`config.mk`:
```
export PLATFORM = sky130hd
export DESIGN_NAME = cordic_quad_prerot
export DESIGN_NICKNAME = d
export VERILOG_FILES = /design/src/rtl/cordic_quad_prerot.sv
export SDC_FILE = /design/constraint.sdc
export NUM_CORES = 1
export LEC_CHECK = 0
export ABC_AREA = 1
export CORE_AREA = 4 4 120 122
export CTS_CLUSTER_DIAMETER = 200
export DETAILED_ROUTE_END_ITERATION = 7
export DIE_AREA = 0 0 124 126
export HOLD_SLACK_MARGIN = 0.02
export PLACE_DENSITY = 0.81
export SYNTH_ARGS = -nofsm -noshare
export SYNTH_HDL_FRONTEND = slang
export SYNTH_SLANG_ARGS = --single-unit
```
`constraint.sdc`:
```
create_clock -name clk -period 1.57 [get_ports clk]
set_input_delay 0.2355 -clock clk [delete_from_list [all_inputs] [get_ports clk]]
set_output_delay 0.2355 -clock clk [all_outputs]
set_load 0.02 [all_outputs]
```
`src/rtl/cordic_quad_prerot.sv`:
```
// -----------------------------------------------------------------------------
// cordic_quad_prerot
//
// Quadrant pre-rotation stage in front of the CORDIC core. Requests whose
// angle lies outside the core's convergence range (|angle| <= pi/2) are folded
// by pi so the core only ever sees convergent inputs:
//   - rotation mode  (mode_in = 0): fold when z lies in [pi/2, pi) or [-pi, -pi/2)
//   - vectoring mode (mode_in = 1): fold when x < 0
// A fold negates x and y (saturating the most-negative value) and adds pi to z
// (MSB inversion of the binary angle). flip_out tells downstream that the
// sample was folded.
//
// The folded sample is registered into a 2-entry skid buffer. This gives one
// sample per cycle of throughput while in_ready comes straight from a flop and
// has no combinational path from out_ready.
//
// Ports
//   clk        in   1        rising-edge clock
//   rst_n      in   1        asynchronous active-low reset
//   in_valid   in   1        upstream sample valid
//   in_ready   out  1        stage can accept a sample this cycle (registered)
//   mode_in    in   1        0 = rotation, 1 = vectoring
//   x_in       in   XY_W     signed x
//   y_in       in   XY_W     signed y
//   z_in       in   ANGLE_W  signed binary angle (2^(ANGLE_W-1) LSB = pi)
//   out_valid  out  1        folded sample valid
//   out_ready  in   1        downstream (core) ready
//   mode_out   out  1        mode travelling with the sample
//   x_out      out  XY_W     folded x
//   y_out      out  XY_W     folded y
//   z_out      out  ANGLE_W  folded z
//   flip_out   out  1        1 = sample was folded by pi
// -----------------------------------------------------------------------------
module cordic_quad_prerot #(
    parameter int XY_W    = 16,
    parameter int ANGLE_W = 32
) (
    input  logic               clk,
    input  logic               rst_n,
    input  logic               in_valid,
    output logic               in_ready,
    input  logic               mode_in,
    input  logic [XY_W-1:0]    x_in,
    input  logic [XY_W-1:0]    y_in,
    input  logic [ANGLE_W-1:0] z_in,
    output logic               out_valid,
    input  logic               out_ready,
    output logic               mode_out,
    output logic [XY_W-1:0]    x_out,
    output logic [XY_W-1:0]    y_out,
    output logic [ANGLE_W-1:0] z_out,
    output logic               flip_out
);

    typedef struct packed {
        logic               mode;
        logic               flip;
        logic [XY_W-1:0]    x;
        logic [XY_W-1:0]    y;
        logic [ANGLE_W-1:0] z;
    } sample_t;

    // EMPTY: nothing held. ONE: main holds a sample. FULL: main and skid both hold.
    typedef enum logic [1:0] {
        ST_EMPTY = 2'd0,
        ST_ONE   = 2'd1,
        ST_FULL  = 2'd2
    } state_t;

    localparam logic [XY_W-1:0] XY_MIN = {1'b1, {(XY_W-1){1'b0}}};
    localparam logic [XY_W-1:0] XY_MAX = {1'b0, {(XY_W-1){1'b1}}};

    // Two's-complement negation; -MIN is not representable, so clamp to MAX.
    function automatic logic [XY_W-1:0] neg_sat(input logic [XY_W-1:0] v);
        if (v == XY_MIN) begin
            return XY_MAX;
        end
        return -v;
    endfunction

    state_t  state_q, state_d;
    sample_t main_q, skid_q;
    sample_t in_sample;
    logic    in_ready_q;
    logic    fold;
    logic    accept, pop;
    logic    load_main_in, load_main_skid, load_skid;

    // ------------------------------------------------------------------------
    // Fold decision and arithmetic on the input side
    // ------------------------------------------------------------------------
    // NOTE: combinational blocks use blocking (=) assignments and give every
    // output a value on every path, so no latch can be inferred.
    always_comb begin
        // Top two angle bits differing means the angle is in the left half-plane;
        // -pi/2 (bits 11) is inside the convergence range and stays put.
        fold = mode_in ? x_in[XY_W-1] : (z_in[ANGLE_W-1] ^ z_in[ANGLE_W-2]);

        in_sample.mode = mode_in;
        in_sample.flip = fold;
        in_sample.x    = fold ? neg_sat(x_in) : x_in;
        in_sample.y    = fold ? neg_sat(y_in) : y_in;
        // Adding pi to a binary angle only toggles the MSB; wrap is intended.
        in_sample.z    = {z_in[ANGLE_W-1] ^ fold, z_in[ANGLE_W-2:0]};
    end

    // ------------------------------------------------------------------------
    // Skid-buffer control
    // ------------------------------------------------------------------------
    assign out_valid = (state_q != ST_EMPTY);
    assign accept    = in_valid & in_ready_q;
    assign pop       = out_valid & out_ready;

    always_comb begin
        state_d        = state_q;
        load_main_in   = 1'b0;
        load_main_skid = 1'b0;
        load_skid      = 1'b0;

        case (state_q)
            ST_EMPTY: begin
                if (accept) begin
                    load_main_in = 1'b1;
                    state_d      = ST_ONE;
                end
            end
            ST_ONE: begin
                if (accept && pop) begin
                    // Main drains and refills in the same cycle: no bubble.
                    load_main_in = 1'b1;
                end else if (accept) begin
                    load_skid = 1'b1;
                    state_d   = ST_FULL;
                end else if (pop) begin
                    state_d = ST_EMPTY;
                end
            end
            ST_FULL: begin
                // in_ready is low here, so only a pop can happen.
                if (pop) begin
                    load_main_skid = 1'b1;
                    state_d        = ST_ONE;
                end
            end
            default: begin
                state_d = ST_EMPTY;
            end
        endcase
    end

    // ------------------------------------------------------------------------
    // State and data registers
    // ------------------------------------------------------------------------
    // NOTE: sequential blocks use non-blocking (<=) assignments so every flop
    // samples the pre-edge values of the others.
    always_ff @(posedge clk or negedge rst_n) begin
        if (!rst_n) begin
            state_q    <= ST_EMPTY;
            in_ready_q <= 1'b0;
        end else begin
            state_q    <= state_d;
            // in_ready reflects "skid entry free" one cycle ahead, so it stays
            // a plain flop and ignores out_ready combinationally.
            in_ready_q <= (state_d != ST_FULL);
        end
    end

    // NOTE: the data registers are reset as well, because the outputs are
    // required to read zero during reset rather than stale samples.
    always_ff @(posedge clk or negedge rst_n) begin
        if (!rst_n) begin
            main_q <= '0;
            skid_q <= '0;
        end else begin
            if (load_main_in) begin
                main_q <= in_sample;
            end else if (load_main_skid) begin
                main_q <= skid_q;
            end
            if (load_skid) begin
                skid_q <= in_sample;
            end
        end
    end

    assign in_ready = in_ready_q;
    assign mode_out = main_q.mode;
    assign flip_out = main_q.flip;
    assign x_out    = main_q.x;
    assign y_out    = main_q.y;
    assign z_out    = main_q.z;

endmodule

```
### Yosys cells after proc, flatten, opt, wreduce, memory -nomap -nowiden

Index checks and enable logic that the tools add are counted.

* equality and inequality tests: 5
* reductions and logical operators: 4
* mux-type cells: 24
* $add $sub $neg: 2
* bitwise logic cells: 4

Operators with widths (number)
* $mux W66: 2
* $mux W16: 6
* $eq A16 B16 Y1 const B: 2
* $neg A16 Y16: 2
* $mux W2: 5
* $mux W1: 9
* $pmux W2 S3: 1
* $reduce_bool A2 Y1: 2
* $and A1 B1 Y1: 2
* $eq A2 B1 Y1 const B: 1
* $eq A2 B2 Y1 const B: 1
* $logic_not A2 Y1: 1
* $ne A2 B2 Y1 const B: 1
* $pmux W1 S2: 1
* $xor A1 B1 Y1: 2
* $logic_and A1 B1 Y1: 1

* logic and storage cells: 51
* output and inout port bits: 68
* register bits: 135
* bits of input ports: 69

### Logic depth before layout (Yosys ltp)

Gate-level depths: netlist (run 1).

* depth after elaboration: 7
* gate-level depth with buffers: 11
* depth with buffers taken out: 11

### Worst setup path before layout (run 1)

Ideal clock, no wire load.

* kind: flip-flop to flip-flop
* start: register in_ready_q, in the netlist in_ready
* end: register main_q, in the netlist y_out[4]
* setup time: 117 ps
* period minus slack after synthesis: 1533 ps
* setup slack: 37 ps
* data required time: 1453 ps
* data arrival time: 1416 ps
* buffers on the path: 2
* cell stages (with the launch flop): 10
* path through: dfrtp_1 nand2_1 nor2_1 o21ai_2 inv_2 buf_2 buf_2 nand4_1 nand2_1 nand2_1

* cells in the longest elaborated chain, start to end: 5
* elaborated cells between the ends (all ways): 7
* classes of those cells: mux (4); bitwise (1); reduce/logical (2)

RTL lines
* start: declaration: line 84 `logic in_ready_q;`
* start signal: assignment: line 164 `in_ready_q <= (state_d != ST_FULL);`
* $and A1 B1 Y1 (*): line 111 `assign accept = in_valid & in_ready_q;`
* $logic_and A1 B1 Y1: line 128 `if (accept && pop) begin`
* $mux W1: line 128
* $pmux W1 S2 (*): line 120 `case (state_q)`
* $mux W66 / $reduce_bool A2 Y1 (equally long branches)
* end signal: assignment: line 176 `main_q <= in_sample;`
* end signal: assignment: line 178 `main_q <= skid_q;`
* end: declaration: line 82 `sample_t main_q, skid_q;`

Mark *: on every way between the ends. The rest lies on a longest branch, timed or not.
A chain may end at the register's enable or synchronous reset.

### Worst setup path after layout (run 1)

* start: input y_in[0]
* end: register main_q, in the netlist y_out[2]

* cells in the longest elaborated chain, start to end: 5
* elaborated cells between the ends (all ways): 6
* classes of those cells: add/sub (1); eq/ne (1); mux (4)

RTL lines
* start: declaration: line 44 `input logic [XY_W-1:0] y_in,`
* branches (longest 2 deep; another with $neg A16 Y16)
* $mux W16 (*): line 78 `return -v;`
* $mux W16 (*): line 102 `in_sample.y = fold ? neg_sat(y_in) : y_in;`
* $mux W66 (*): line 175 `if (load_main_in) begin`

Mark *: on every way between the ends.

==> results of run 1 <==
## cell type report
type	instances	share of cell area, %
multi-input cells	645	30.3
inverters	88	3.38
clock buffers	25	5.23
well taps	176	2.24
flip-flops and latches	135	34.3
repair buffers	243	23.2
clock inverters	7	1.40
## worst max-delay path: cells and delay by family
family                   cells  cell delay [ns]
buffers and inverters        3             0.77
adder cells (fa/ha/maj)      1             0.13
AND/OR/NAND/NOR              8             0.75
## metal layers
metal	global-route usage, %	part of all wire, %	vias to the layer above
li1	-	-	3369
met1	35.1	41	3325
met2	42.2	49	315
met3	6.19	7.9	44
met4	8.83	2.1	0
met5	0	0	-
## layout by cell type (no fill, tap or decap), drive strengths merged, types with 23 or more instances in the layout
master,n
nand2,356
dfrtp,135
nand3,109
buf,106
inv,88
o21ai,76
dlygate4sd2,67
clkdlybuf4s50,63
nor2,51
clkbuf,27
nand4,23
## power by group through the flow
stage,registers [mW],clock network [mW],logic [mW]
final,5.98,4.33,6.49
after global routing,6.17,4.57,7.19
after CTS,5.97,4.39,6.46
after global placement,5.97,0,6.83
after detailed placement,6.01,0,7.00
after floorplan,6.90,0,2.74
## how the worst max path moves through the flow
stage / from / end / slack [ns] / cells past startpoint
final: y_in[0] / y_out[2] / 0.03 / 12
after global routing: x_in[0] / skid_q[62] / -0.03 / 11
after CTS: state_q[0] / out_valid / -0.002 / 3
after detailed placement: z_in[30] / x_out[3] / -0.46 / 10
after global placement: z_in[30] / x_out[3] / -0.43 / 10
after floorplan: in_ready / y_out[4] / 0.04 / 9
## flip-flops by register name (all words and copies together) (netlist names)
name      count
in_ready      1
mode_out      1
z_out        32
skid_q       66
y_out        16
flip_out      1
state_q       2
x_out        16
## cells by family after synthesis
family / Yosys count / share of synthesized area [%]
fa+ha+maj: 2 / 0.366
simple gates: 543 / 33.3
compound gates: 99 / 8.26
flops: 135 / 49.4
buf+inv: 136 / 8.63
xor+xnor: 1 / 0.128
## what timing repair did
action | CTS | global route
setup endpoints to repair | 78 | 88
gates resized for setup | 79 | 37
buffers inserted | 0 | 2
gates cloned | 0 | 4
hold endpoints to repair | 36 | 0
hold buffers | 1 | 0
pin swaps | 0 | 5
==> results.sh, run 1 <==
export IMPL_p_clk_share_pct=25.8
export IMPL_coreArea_um2=13200
export IMPL_layout_setup_ws_ns=0.0334
export IMPL_reg2reg_setup_slack_ns=0.12
export IMPL_synth_cell_types=27
export IMPL_clock_root_buffer="clkbuf_16"
export IMPL_synth_edf_count=0
export IMPL_start_kind="input pin"
export IMPL_synth_async_reset_ratio_pct=100
export IMPL_synth_nets=987
export IMPL_ys_ff_latch=135
export IMPL_final_area_um2=9850
export IMPL_yosysTopAreaCellShare_pct=49.4
export IMPL_dieWidth_um=124
export IMPL_slowest_delay_ns=0.46
export IMPL_cts_tree="built"
export IMPL_finalHoldViolCount=0
export IMPL_seq_power_share_pct=35.6
export IMPL_dieArea_um2=15600
export IMPL_place_congestion=0.917
export IMPL_yosysMostFrequentCell="nand2_1"
export IMPL_drt_antenna_violating_nets=0
export IMPL_io_pins=137
export IMPL_placedCellCount=1280
export IMPL_drtPass1Iterations=5
export IMPL_p_switching_mw=6.22
export IMPL_setup_viol=0
export IMPL_syn_to_final_growth_pct=43.9
export IMPL_antenna_found_initial=0
export IMPL_vias=7053
export IMPL_synth_cells=916
export IMPL_wl_per_cell_um=15.6
export IMPL_fmaxAchievable_mhz=651
export IMPL_worst_setup_path_end_kind="flop"
export IMPL_tightest_slew_ns=0.442
export IMPL_combPwrFrac_pct=38.6
export IMPL_maxCapViolCount=0
export IMPL_grt_pass1_vias=6704
export IMPL_pwr_density_cell_nw_per_um2=1710
export IMPL_start_util_pct=51.9
export IMPL_grt_use_total_pct=26.3
export IMPL_final_core_util_pct=74.7
export IMPL_nNetsFinal=1201
export IMPL_yosysWarnings=0
export IMPL_cpMaxStageDelayCell="clkdlybuf4s50_1"
export IMPL_drt_total_wl_mm=20.5
export IMPL_ff2ff_path_depth=7
export IMPL_finalPower_mw=16.8
export IMPL_status="finished, final reports clean"
export IMPL_antenna_cells=0
export IMPL_place_detailed_hpwl_mm=13.8
export IMPL_r2r_start="state_q[0]"
export IMPL_vias_per_cell=5.35
export IMPL_p_leak_nw=5.05
export IMPL_peakVddDrop_mv=0.996
export IMPL_fill_cells=973
export IMPL_skew_ns=0.00574
export IMPL_drc=0
export IMPL_io_buffers=136
export IMPL_cts_sinks=135
export IMPL_syn_area_um2=6850
export IMPL_cts_buffers_inserted=17
export IMPL_relSlewSlack_pct=70.5
export IMPL_cpMostUsedCell="nand2_1"
export IMPL_fin_worst_hold_slack_ns=0.151
export IMPL_finalCriticalPeriod_ns=1.54
export IMPL_synth_area_leaders="dfrtp_1 (49%), nand2_1 (19%), nand3_1 (7.7%)"
export IMPL_min_path_type="in -> reg"
export IMPL_gr_total_overflow=0
export IMPL_cp_cell_sequence="clkdlybuf4s50_1, inv_2, ha_4, nand2_1, nor2_2, nand2_2, nor2_4, nand3_4, buf_2, nand4_1, nand2_1, nand2_1"
export IMPL_cp_arrival_ns=1.89
export IMPL_regArea_um2=3380
export IMPL_r2r_end="z_out[19]"
export IMPL_cp_max_fo=6
export IMPL_finalSetupTns_ns=0
export IMPL_drive_gt1_share_pct=15.3
export IMPL_rows=42
export IMPL_switching_share_pct=37.0
export IMPL_multi_input_area_um2=2980
export IMPL_final_period_utilization_pct=97.9
export IMPL_die_h_um=126
export IMPL_hold_start="z_in[30]"
export IMPL_hold_end="skid_q[30]"
export IMPL_fin_cells=1319
export IMPL_cts_max_path_buffers=2
export IMPL_clk_latency_ns=0.42
export IMPL_synth_ff_type="dfrtp_1"
export IMPL_path_class="in -> reg"
export IMPL_dp_slack_ns=-0.460
export IMPL_grt_max_degree=69
export IMPL_min_path_cells=3
export IMPL_h_tree_depth=4
export IMPL_required_ns=1.92
export IMPL_grt_pass1_wl_mm=32.7
export IMPL_slew_viol_final=0
export IMPL_synth_area_leader_cell="dfrtp_1"
export IMPL_syn_avg_cell_area_um2=7.47
export IMPL_synth_common_cells="nand2_1 (354), dfrtp_1 (135), nand3_1 (106), inv_1 (83), o21ai_0 (64)"
export IMPL_seq_area_frac_synth_pct=49.4
export IMPL_drt_initial_drc_count=707
export IMPL_dpl_cell_area_um2=9070
export IMPL_clk_pin_slew_ns=0.06
export IMPL_intPower_mw=10.6
No activity file was read; power rests on OpenSTA's default activity.
==> run 2: changes to the inputs <==
--- a/config.mk
+++ b/config.mk
@@ -11,7 +11,8 @@
 export DETAILED_ROUTE_END_ITERATION = 7
 export DIE_AREA = 0 0 124 126
 export HOLD_SLACK_MARGIN = 0.02
-export PLACE_DENSITY = 0.81
+export PLACE_DENSITY = 0.9
+export SLEW_MARGIN = 20
 export SYNTH_ARGS = -nofsm -noshare
 export SYNTH_HDL_FRONTEND = slang
 export SYNTH_SLANG_ARGS = --single-unit
==> run 2 against run 1 <==
Against the previous run: cell area fell by 0.28%; total power up 0.85%; global-route usage up 0.86 points; fmax increased by 0.11%; first-iteration DRC count up 24%; highest routed layer unchanged.
==> results.sh, run 2 (same netlist as run 1, synthesis figures left out) <==
export IMPL_pwr_density_cell_nw_per_um2=1730
export IMPL_mostFrequentLayoutCells="nand2_1 (349), dfrtp_1 (135), nand3_1 (101)"
export IMPL_path_class="in -> reg"
export IMPL_p_leak_nw=5.08
export IMPL_grt_use_total_pct=27.2
export IMPL_p_clk_share_pct=26.1
export IMPL_vias_per_cell=5.49
export IMPL_worst_setup_path_end_kind="flop"
export IMPL_dieWidth_um=124
export IMPL_cts_sinks=135
export IMPL_peakVddDrop_mv=1.02
export IMPL_io_buffers=136
export IMPL_min_path_cells=3
export IMPL_finalHoldViolCount=0
export IMPL_drive_gt1_share_pct=14.8
export IMPL_seq_power_share_pct=35.3
export IMPL_ff2ff_path_depth=7
export IMPL_rows=42
export IMPL_antenna_cells=0
export IMPL_intPower_mw=10.6
export IMPL_place_detailed_hpwl_mm=13.7
export IMPL_grt_pass1_wl_mm=33.8
export IMPL_cts_tree="built"
export IMPL_combPwrFrac_pct=38.5
export IMPL_rsz0062_at_grt="true"
export IMPL_clock_root_buffer="clkbuf_16"
export IMPL_start_util_pct=51.9
export IMPL_cp_max_fo=5
export IMPL_vias=7180
export IMPL_dieArea_um2=15600
export IMPL_clk_pin_slew_ns=0.06
export IMPL_wl_per_cell_um=16.3
export IMPL_skew_ns=0.00935
export IMPL_grt_pass1_vias=7078
export IMPL_cts_max_path_buffers=2
export IMPL_drt_total_wl_mm=21.3
export IMPL_nNetsFinal=1190
export IMPL_largest_reg_flops=66
export IMPL_cts_buffers_inserted=17
export IMPL_cp_arrival_ns=1.87
export IMPL_layout_setup_ws_ns=0.0350
export IMPL_antenna_found_initial=0
export IMPL_largest_register="skid_q"
export IMPL_status="finished, final reports clean"
export IMPL_start_kind="input pin"
export IMPL_coreArea_um2=13200
export IMPL_finalCriticalPeriod_ns=1.53
export IMPL_gr_total_overflow=0
export IMPL_grt_max_degree=63
export IMPL_final_common_cell="nand2_1"
export IMPL_required_ns=1.91
export IMPL_final_period_utilization_pct=97.8
export IMPL_dp_slack_ns=-0.547
export IMPL_finalSetupTns_ns=0
export IMPL_die_h_um=126
export IMPL_switching_share_pct=37.5
export IMPL_place_congestion=0.910
export IMPL_io_pins=137
export IMPL_maxCapViolCount=0
export IMPL_drc=0
export IMPL_h_tree_depth=4
export IMPL_clk_latency_ns=0.43
export IMPL_setup_viol=0
export IMPL_p_switching_mw=6.35
export IMPL_finalPower_mw=16.9
export IMPL_drt_antenna_violating_nets=0
export IMPL_drt_initial_drc_count=877
export IMPL_slew_viol_final=0
export IMPL_drtPass1Iterations=6
export IMPL_min_path_type="in -> reg"
export IMPL_syn_to_final_growth_pct=43.5
export IMPL_relSlewSlack_pct=73.1
export IMPL_tightest_slew_ns=0.403
export IMPL_fmaxAchievable_mhz=651
## run 2: changes by cell type in the layout (fill, tap and decap cells not counted), sizes merged
cell,previous run,this run
buf,106,93
clkdlybuf4s50,63,59
dlymetal6s2s,4,8
clkbuf,27,29
bufbuf,0,1
clkinvlp,1,0
## run 2: power by group through the flow
stage / sequential, mW / combinational [mW] / clock (mW)
floorplan: 6.90 / 2.74 / 0
global placement: 5.96 / 6.74 / 0
detailed placement: 6.01 / 6.96 / 0
CTS: 5.96 / 6.47 / 4.46
global route: 6.15 / 7.18 / 4.61
finish: 5.99 / 6.53 / 4.43
## run 2: stage by stage
stage | instance area, um2 | std cells | hold WS, ns | utilization [%]
floorplan | 6850 | 916 | -0.0601 | -
global placement | 8980 | 1269 | 0.176 | 68.1
detailed placement | 8980 | 1269 | 0.175 | 68.1
CTS | 9670 | 1305 | 0.301 | 73.3
global route | 9820 | 1308 | 0.187 | 74.5
finish | 9820 | 1308 | 0.135 | 74.5
## run 2: worst paths after layout
path | from | to | slack (ns)
worst max-delay path | y_in[4] | y_out[1] | 0.04
worst min-delay path | z_in[30] | skid_q[30] | 0.13
worst max register to register | state_q[0] | z_out[12] | 0.06
worst min register to register | z_out[16] | z_out[16] | 0.47
max in group asynchronous | rst_n | z_out[25] | 0.69
min in group asynchronous | rst_n | skid_q[34] | 0.29
## run 2: area by class of cell
type | instances | area, um2
Timing Repair Buffer | 232 | 2240
Multi-Input combinational cell | 645 | 2990
Tap cell | 176 | 220
Sequential cell | 135 | 3380
Clock buffer | 26 | 529
Clock inverter | 6 | 134
Inverter | 88 | 333
Fill cell | 924 | 3370
## run 2: worst max-delay path: stages
cell	delay, ns
clkdlybuf4s50_1	0.51
nor2_2	0.15
nand2_1	0.10
inv_1	0.08
nand2_2	0.08
nor2_4	0.16
nand3_4	0.14
buf_12	0.18
nand2_1	0.08
nand2_1	0.06
o211ai_1	0.10
## run 2: repair_timing
action	in CTS	in global routing
endpoints found under the hold margin	38	0
gates cloned	2	2
resized for setup	81	38
hold buffers	1	0
pin swaps	2	7
setup endpoints to repair	108	87
buffers inserted	1	1
## run 2: routing by layer
metal  track usage, %  wire (um)  vias up
met5                0          0        -
met4             11.7        503        0
met1             35.3       8570     3405
met3             5.70       1680       57
met2             43.8      10600      371
li1                 -          -     3347
